### src/rtl/led_blinker_bank.sv
// rtl/led_blinker_bank.sv - bank of independent LED blink channels sharing one LFSR
//
// Purpose: NUM_CH LED channels.
//   Each channel is off, fixed-period, random-period or solid on.
//   Random periods come from a shared Fibonacci LFSR.
// Ports:
//   clk        - single clock, posedge only
//   rstbtn     - asynchronous active-high reset
//   en         - global enable; low freezes counters and the LFSR and blanks LEDs
//   cfg_load   - per-channel strobe latching mode/interval
//   mode       - 2 bits per channel: 00 off, 01 fixed, 10 random, 11 solid
//   interval   - CNT_W bits per channel, fixed-mode period value
//   led        - registered LED drive
//   lfsr_state - current LFSR value
module led_blinker_bank #(
    parameter int                NUM_CH    = 3,
    parameter int                CNT_W     = 8,
    parameter int                LFSR_W    = 16,
    parameter logic [LFSR_W-1:0] LFSR_TAPS = 16'hB400,
    parameter logic [LFSR_W-1:0] LFSR_SEED = 16'hACE1
) (
    input  logic                    clk,
    input  logic                    rstbtn,
    input  logic                    en,
    input  logic [NUM_CH-1:0]       cfg_load,
    input  logic [2*NUM_CH-1:0]     mode,
    input  logic [NUM_CH*CNT_W-1:0] interval,
    output logic [NUM_CH-1:0]       led,
    output logic [LFSR_W-1:0]       lfsr_state
);

    localparam logic [1:0] MODE_OFF   = 2'b00;
    localparam logic [1:0] MODE_FIXED = 2'b01;
    localparam logic [1:0] MODE_RAND  = 2'b10;
    localparam logic [1:0] MODE_SOLID = 2'b11;

    logic [LFSR_W-1:0] lfsr_q, lfsr_d;
    logic              lfsr_fb;

    always_comb begin
        lfsr_fb = ^(lfsr_q & LFSR_TAPS);
        lfsr_d  = lfsr_q;
        if (lfsr_q == '0) begin
            // The all-zero state is a fixed point of the LFSR.
            // Escape it by reloading the seed.
            lfsr_d = LFSR_SEED;
        end else if (en) begin
            lfsr_d = {lfsr_q[LFSR_W-2:0], lfsr_fb};
        end
    end

    always_ff @(posedge clk or posedge rstbtn) begin
        if (rstbtn) begin
            lfsr_q <= LFSR_SEED;
        end else begin
            lfsr_q <= lfsr_d;
        end
    end

    assign lfsr_state = lfsr_q;

    // Each channel rotates the shared LFSR by its index.
    // This gives channels loaded on the same edge different periods.
    // A zero draw is bumped to 1 so that the random period never collapses to "every cycle".
    function automatic logic [CNT_W-1:0] rand_for(input logic [LFSR_W-1:0] s,
                                                  input int unsigned       sh);
        logic [2*LFSR_W-1:0] dbl;
        logic [CNT_W-1:0]    r;
        dbl = {s, s} << sh;
        r   = dbl[LFSR_W +: CNT_W];
        if (r == '0) begin
            r = {{(CNT_W-1){1'b0}}, 1'b1};
        end
        return r;
    endfunction

    for (genvar i = 0; i < NUM_CH; i++) begin : g_ch
        logic [1:0]       mode_q, mode_d, mode_in;
        logic [CNT_W-1:0] cnt_q, cnt_d, per_q, per_d;
        logic [CNT_W-1:0] interval_in, rand_i;
        logic             led_q, led_d, hit;

        assign mode_in     = mode[2*i +: 2];
        assign interval_in = interval[i*CNT_W +: CNT_W];
        assign rand_i      = rand_for(lfsr_q, i);
        assign hit         = (cnt_q == per_q);

        always_comb begin
            mode_d = mode_q;
            cnt_d  = cnt_q;
            per_d  = per_q;
            led_d  = 1'b0;
            if (cfg_load[i]) begin
                // A load restarts the channel.
                // It also swallows any pulse due on this edge.
                mode_d = mode_in;
                cnt_d  = '0;
                unique case (mode_in)
                    MODE_FIXED: per_d = interval_in;
                    MODE_RAND:  per_d = rand_i;
                    default:    per_d = '0;
                endcase
            end else if (en) begin
                unique case (mode_q)
                    MODE_OFF: begin
                        cnt_d = '0;
                    end
                    MODE_SOLID: begin
                        led_d = 1'b1;
                        cnt_d = '0;
                    end
                    MODE_FIXED, MODE_RAND: begin
                        led_d = hit;
                        cnt_d = hit ? '0 : cnt_q + 1'b1;
                        if (hit && mode_q == MODE_RAND) begin
                            per_d = rand_i;
                        end
                    end
                    default: ;
                endcase
            end
        end

        always_ff @(posedge clk or posedge rstbtn) begin
            if (rstbtn) begin
                mode_q <= MODE_OFF;
                cnt_q  <= '0;
                per_q  <= '0;
                led_q  <= 1'b0;
            end else begin
                mode_q <= mode_d;
                cnt_q  <= cnt_d;
                per_q  <= per_d;
                led_q  <= led_d;
            end
        end

        assign led[i] = led_q;
    end

endmodule

### config.mk
export PLATFORM = sky130hd
export DESIGN_NAME = led_blinker_bank
export DESIGN_NICKNAME = d
export VERILOG_FILES = /design/src/rtl/led_blinker_bank.sv
export SDC_FILE = /design/constraint.sdc
export NUM_CORES = 1
export LEC_CHECK = 0
export BUFFER_PORTS_ARGS = -buffer_cell sky130_fd_sc_hd__buf_2
export CAP_MARGIN = 10
export CORE_ASPECT_RATIO = 1.5
export CORE_UTILIZATION = 62
export CTS_CLUSTER_DIAMETER = 60
export DETAILED_ROUTE_END_ITERATION = 8
export PLACE_DENSITY = 0.81
export RECOVER_POWER = 100
export SLEW_MARGIN = 5
export SYNTH_ARGS = -nofsm -noshare
export SYNTH_HDL_FRONTEND = slang
export SYNTH_SLANG_ARGS = --single-unit
### constraint.sdc
create_clock -name clk -period 7.25 [get_ports clk]
set_input_delay 1.8125 -clock clk [delete_from_list [all_inputs] [get_ports clk]]
set_output_delay 1.8125 -clock clk [all_outputs]
set_load 0.005 [all_outputs]
# [Word level (Yosys, flattened, before mapping)]
# Index checks and enable logic that the tools add are counted.
[word_totals] regBits=73 latchBits=0 mem_bits_rw=0 mem_bits_ro=0 in_bits=36 out_inout_bits=19 word_cells=105 memories=0
[op_classes] n_addsub=3 n_mul=0 div_mod_pow=0 order_cmp=0 eq_ne=18 n_shift=0 muxes=41 bitwise=0 reduce_logical=30
[ops] cell="8-bit 2-to-1 mux" count=24
[ops] cell="8-bit one-hot mux with 2 select lines" count=6
[ops] cell="16-bit 2-to-1 mux" count=2
[ops] cell="8-bit by 1-bit adder with 8-bit output (second input constant)" count=3
[ops] cell="8-bit == test" count=3
[ops] cell="8-bit zero test" count=3
[ops] cell="2-bit nonzero test" count=10
[ops] cell="2-bit == test (second input constant)" count=9
[ops] cell="16-bit zero test" count=1
[ops] cell="16-bit XOR reduction" count=1
[ops] cell="2-bit by 1-bit == test with 1-bit output (second input constant)" count=6
[ops] cell="2-bit OR reduction" count=6
[ops] cell="3-bit AND reduction" count=3
[ops] cell="2-bit zero test" count=3
[ops] cell="1-bit 2-to-1 mux" count=6
[ops] cell="1-bit one-hot mux with 2 select lines" count=3
[ops] cell="1-bit logical AND" count=3

# [Depth between registers and ports, before layout]
[logic_depth] ltp_word=6 mapped_depth=7 depth_no_buf=7

# [Worst setup path before layout]
# Ideal clock, no wire load.
[synth_path] kind="input to register" start="in cfg_load[2]" end="reg g_ch[2].cnt_q[5]" setup_time_ns=0.139 t_arrival_ns=2.750 t_required_ns=7.111 slack_ns=4.361 stages=7 path_buffers=2 path_cell_list="clkbuf_2 -> or2_2 -> buf_2 -> nand4_1 -> nor2_1 -> xnor2_1 -> a21oi_1"
[synth_via] elab_chain_len=1 word_cells_on_any_way=2 classes_between="mux (1); reduce/logical (1)"
[synth_lines] item="start: declaration" line_no="25" text="input logic [NUM_CH-1:0] cfg_load,"
[synth_lines] item="8-bit 2-to-1 mux / 2-bit nonzero test (equally long branches)"
[synth_lines] item="end signal: assignment" line_no="132" text="cnt_q <= cnt_d;"
[synth_lines] item="end: declaration" line_no="79" text="logic [CNT_W-1:0] cnt_q, cnt_d, per_q, per_d;"
# Parallel ways exist; a longest one is shown, timed or not.
# A chain may end at the register's enable or synchronous reset.

# [Worst setup path in the final report]
[layout_path] start="in en" end="reg g_ch[1].per_q[6]"
[layout_via] elab_chain_len=2
[layout_lines] item="start: declaration" line_no="24" text="input logic en,"
[layout_lines] item="2-bit nonzero test (no line)"
[layout_lines] item="3-bit AND reduction (no line)"
[layout_lines] item="end signal: assignment" line_no="133" text="per_q <= per_d;"
[layout_lines] item="end: declaration" line_no="79"
# Every way passes these cells.

==> qor.txt <==
Die Y = 101 um
# resized after CTS = 0
VDD IR-drop max = 0.257 mV
Number of synthesized flops with an enable pin = 0
Count leader, synth = dfrtp_1
Yosys warns = 0
RSZ-0062 raised after global routing = no
CP endpoint kind = register
Max Clk Rate = 238 MHz
Crit Path Category = in -> reg
Worst path cell trace = clkbuf_1, a41oi_1, mux2_2
Register-to-Register Setup Slack = 5.14 ns
Violated checks = max-capacitance violations, max-slew violations
PwrDens = 308 nW/um^2
Congestion Overflow GR = 0
CP Data Required Time = 7.48 ns
Avg WL per Cell = 16.9 um
# fillers = 469
Post-Place Setup Slack = 3.71 ns
Slew Viols, Final = 41
Post-synthesis register bit count = 73
Setup Total Neg Slack = 0 ns
Area leader, netlist = dfrtp_1
GP Congestion = 0.787
Max Cap Viol = 1
Synthesized instance count = 389
Largest net degree at the start of global routing = 74
Antenna-violating nets left = 0
Synthesized area = 4080 sq um
Setup violations, final = 0
Initial Util = 65.2%
Final Util = 72.6%
Bufs on Longest Clock Path = 2
Top cells by area, synth = dfrtp_1 40%, mux2_2 7.5%, xnor2_1 6.7%
Final Critical Period = 4.21 ns
Run status = finished with violations
Ant. Diodes = 0
Crit Reg-Reg Startpoint = g_ch[0].cnt_q[3]
Avg Vias per Cell = 6.05
Post-route worst setup slack = 3.04 ns
Ports = 55
Worst stage delay on the critical path = 1.32 ns
Clk_lat worst skew = 0.35 ns
Share of cells above drive strength 1 = 20.6%
First-pass detailed-route iteration total = 5
HP Class = reg -> reg
Period utilisation layout = 58.0%
Worst path slowest cell = clkbuf_1
CTS tree = done
Hold path start = g_ch[2].per_q[3]
# H-tree levels = 3
Iter 0 DRT Violations = 115
Reg clk slew, reported paths = 0.08 ns
First-pass GRT wire length = 14.2 mm
Skew final = 0.0117 ns
Worst Max-Slew Pin Slew = 1.88 ns
Initial antenna violation count = 0
Via count = 3148
DRC errors left = 0
Average size of a mapped cell = 10.5 sq um
Clock Root Buffer = clkbuf_8
Row cnt = 35
Die area = 6920 sq um
Setup bufs post-CTS = 0
DIE WIDTH = 68.2 um
CTS hold repair buffers = 0
Worst r2r path cells = 5
Endpoints failing hold = 0
Sink Count = 73
Critical Path Source Type = input pin
Syn Nets = 444
Vias in the first global route = 3149
Worst relative slew slack = -25.6%
Post-DP HPWL = 6.17 mm
Netlist cell types = 43
Primary FF master, synth = dfrtp_1
Synth top area share = 39.9%
# nets final = 496
Post-synth ARST share = 100%
Top cells by count, synth = 65 x dfrtp_1, 36 x nand2_1, 31 x xnor2_1, 27 x mux2_2, 26 x inv_1
Hold endpoint = g_ch[2].per_q[3]
Hold Path Cell Cnt = 1
Worst setup path startpoint = en
Power Total = 1400 uW
Leakage = 0.00212 uW
Sequential share of the synthesized area = 45.0%
RR Endpoint = g_ch[0].per_q[3]
Final wirelength = 8.78 mm
Fin Hold WS = 0.521 ns
GRT Total Usage = 27.9%
Count of input and output buffers = 54
Layout area overhead = 11.4%
Clock buffer count from CTS = 9
Worst Path Max Fanout = 40
CP Data Arrival Time = 4.44 ns
Core Box Area = 6260 sq um
critical path: cells and delay by family:
family | cells | cell delay, ns
multiplexers | 1 | 0.49
buffers and inverters | 1 | 1.32
AO/OA/AOI/OAI | 1 | 0.79
per-stage QoR:
stage	area (sq um)	instances
2_1_floorplan	4080	389
3_3_place_gp	4380	504
3_5_place_dp	4380	504
4_1_cts	4610	520
5_1_grt	4550	520
6_report	4550	520
logic make-up after synthesis:
| group | share of synthesized area, % |
|---|---|
| AOI/OAI and AO/OA | 16.4 |
| muxes | 9.44 |
| buffers and inverters | 4.14 |
| adders and majority gates | 5.83 |
| DFF | 45.0 |
| xor gates and xnor gates | 7.08 |
| and+or+nand+nor | 12.1 |
power by group:
| group | internal [uW] | switching [uW] |
|---|---|---|
| Combinational | 206 | 178 |
| Sequential | 511 | 119 |
| Clock | 229 | 156 |
| Total | 946 | 453 |
placed cells by master (no fill, tap or decap), types with 8 or more instances in the layout:
cell type,count
dfrtp_1,65
xnor2_1,31
o22ai_1,8
dfstp_1,8
nor2_1,21
ha_1,19
mux2_2,27
nand2_1,36
nand3_1,8
o21ai_0,12
a21oi_1,13
a22o_1,24
inv_1,26
clkbuf_1,11
clkbuf_8,9
buf_2,45
how the worst max path moves through the flow:
stage | slack [ns] | cells past startpoint | to
floorplan | 3.60 | 1 | g_ch[0].cnt_q[0]
global placement | 3.77 | 5 | g_ch[0].cnt_q[4]
detailed placement | 3.71 | 5 | g_ch[0].cnt_q[4]
CTS | 4.07 | 5 | g_ch[0].cnt_q[4]
global route | 2.85 | 3 | g_ch[1].per_q[2]
finish | 3.04 | 3 | g_ch[1].per_q[6]
flip-flops by register name (all words and copies together) (netlist names):
name         flops
g_ch.mode_q      6
g_ch.led_q       3
g_ch.per_q      24
g_ch.cnt_q      24
lfsr_state      16
final cells by class:
| cell class | count | area [sq um] | area share (%) |
|---|---|---|---|
| inverter | 26 | 97.6 | 2.15 |
| tap | 74 | 92.6 | 2.04 |
| multi-input combinational | 276 | 2020 | 44.4 |
| clock buffer | 11 | 131 | 2.89 |
| sequential | 73 | 1840 | 40.4 |
| timing repair buffer | 55 | 267 | 5.86 |
| clock inverter | 5 | 104 | 2.28 |
layer usage:
layer / vias up / global-route usage [%] / share of wire, %
met3: 23 / 7.21 / 4.9
met2: 90 / 48.4 / 53
met5: - / 0 / 0
li1: 1490 / - / -
met4: 0 / 10.9 / 2.1
met1: 1545 / 31.8 / 40
Power figures use the tool's default switching activity.
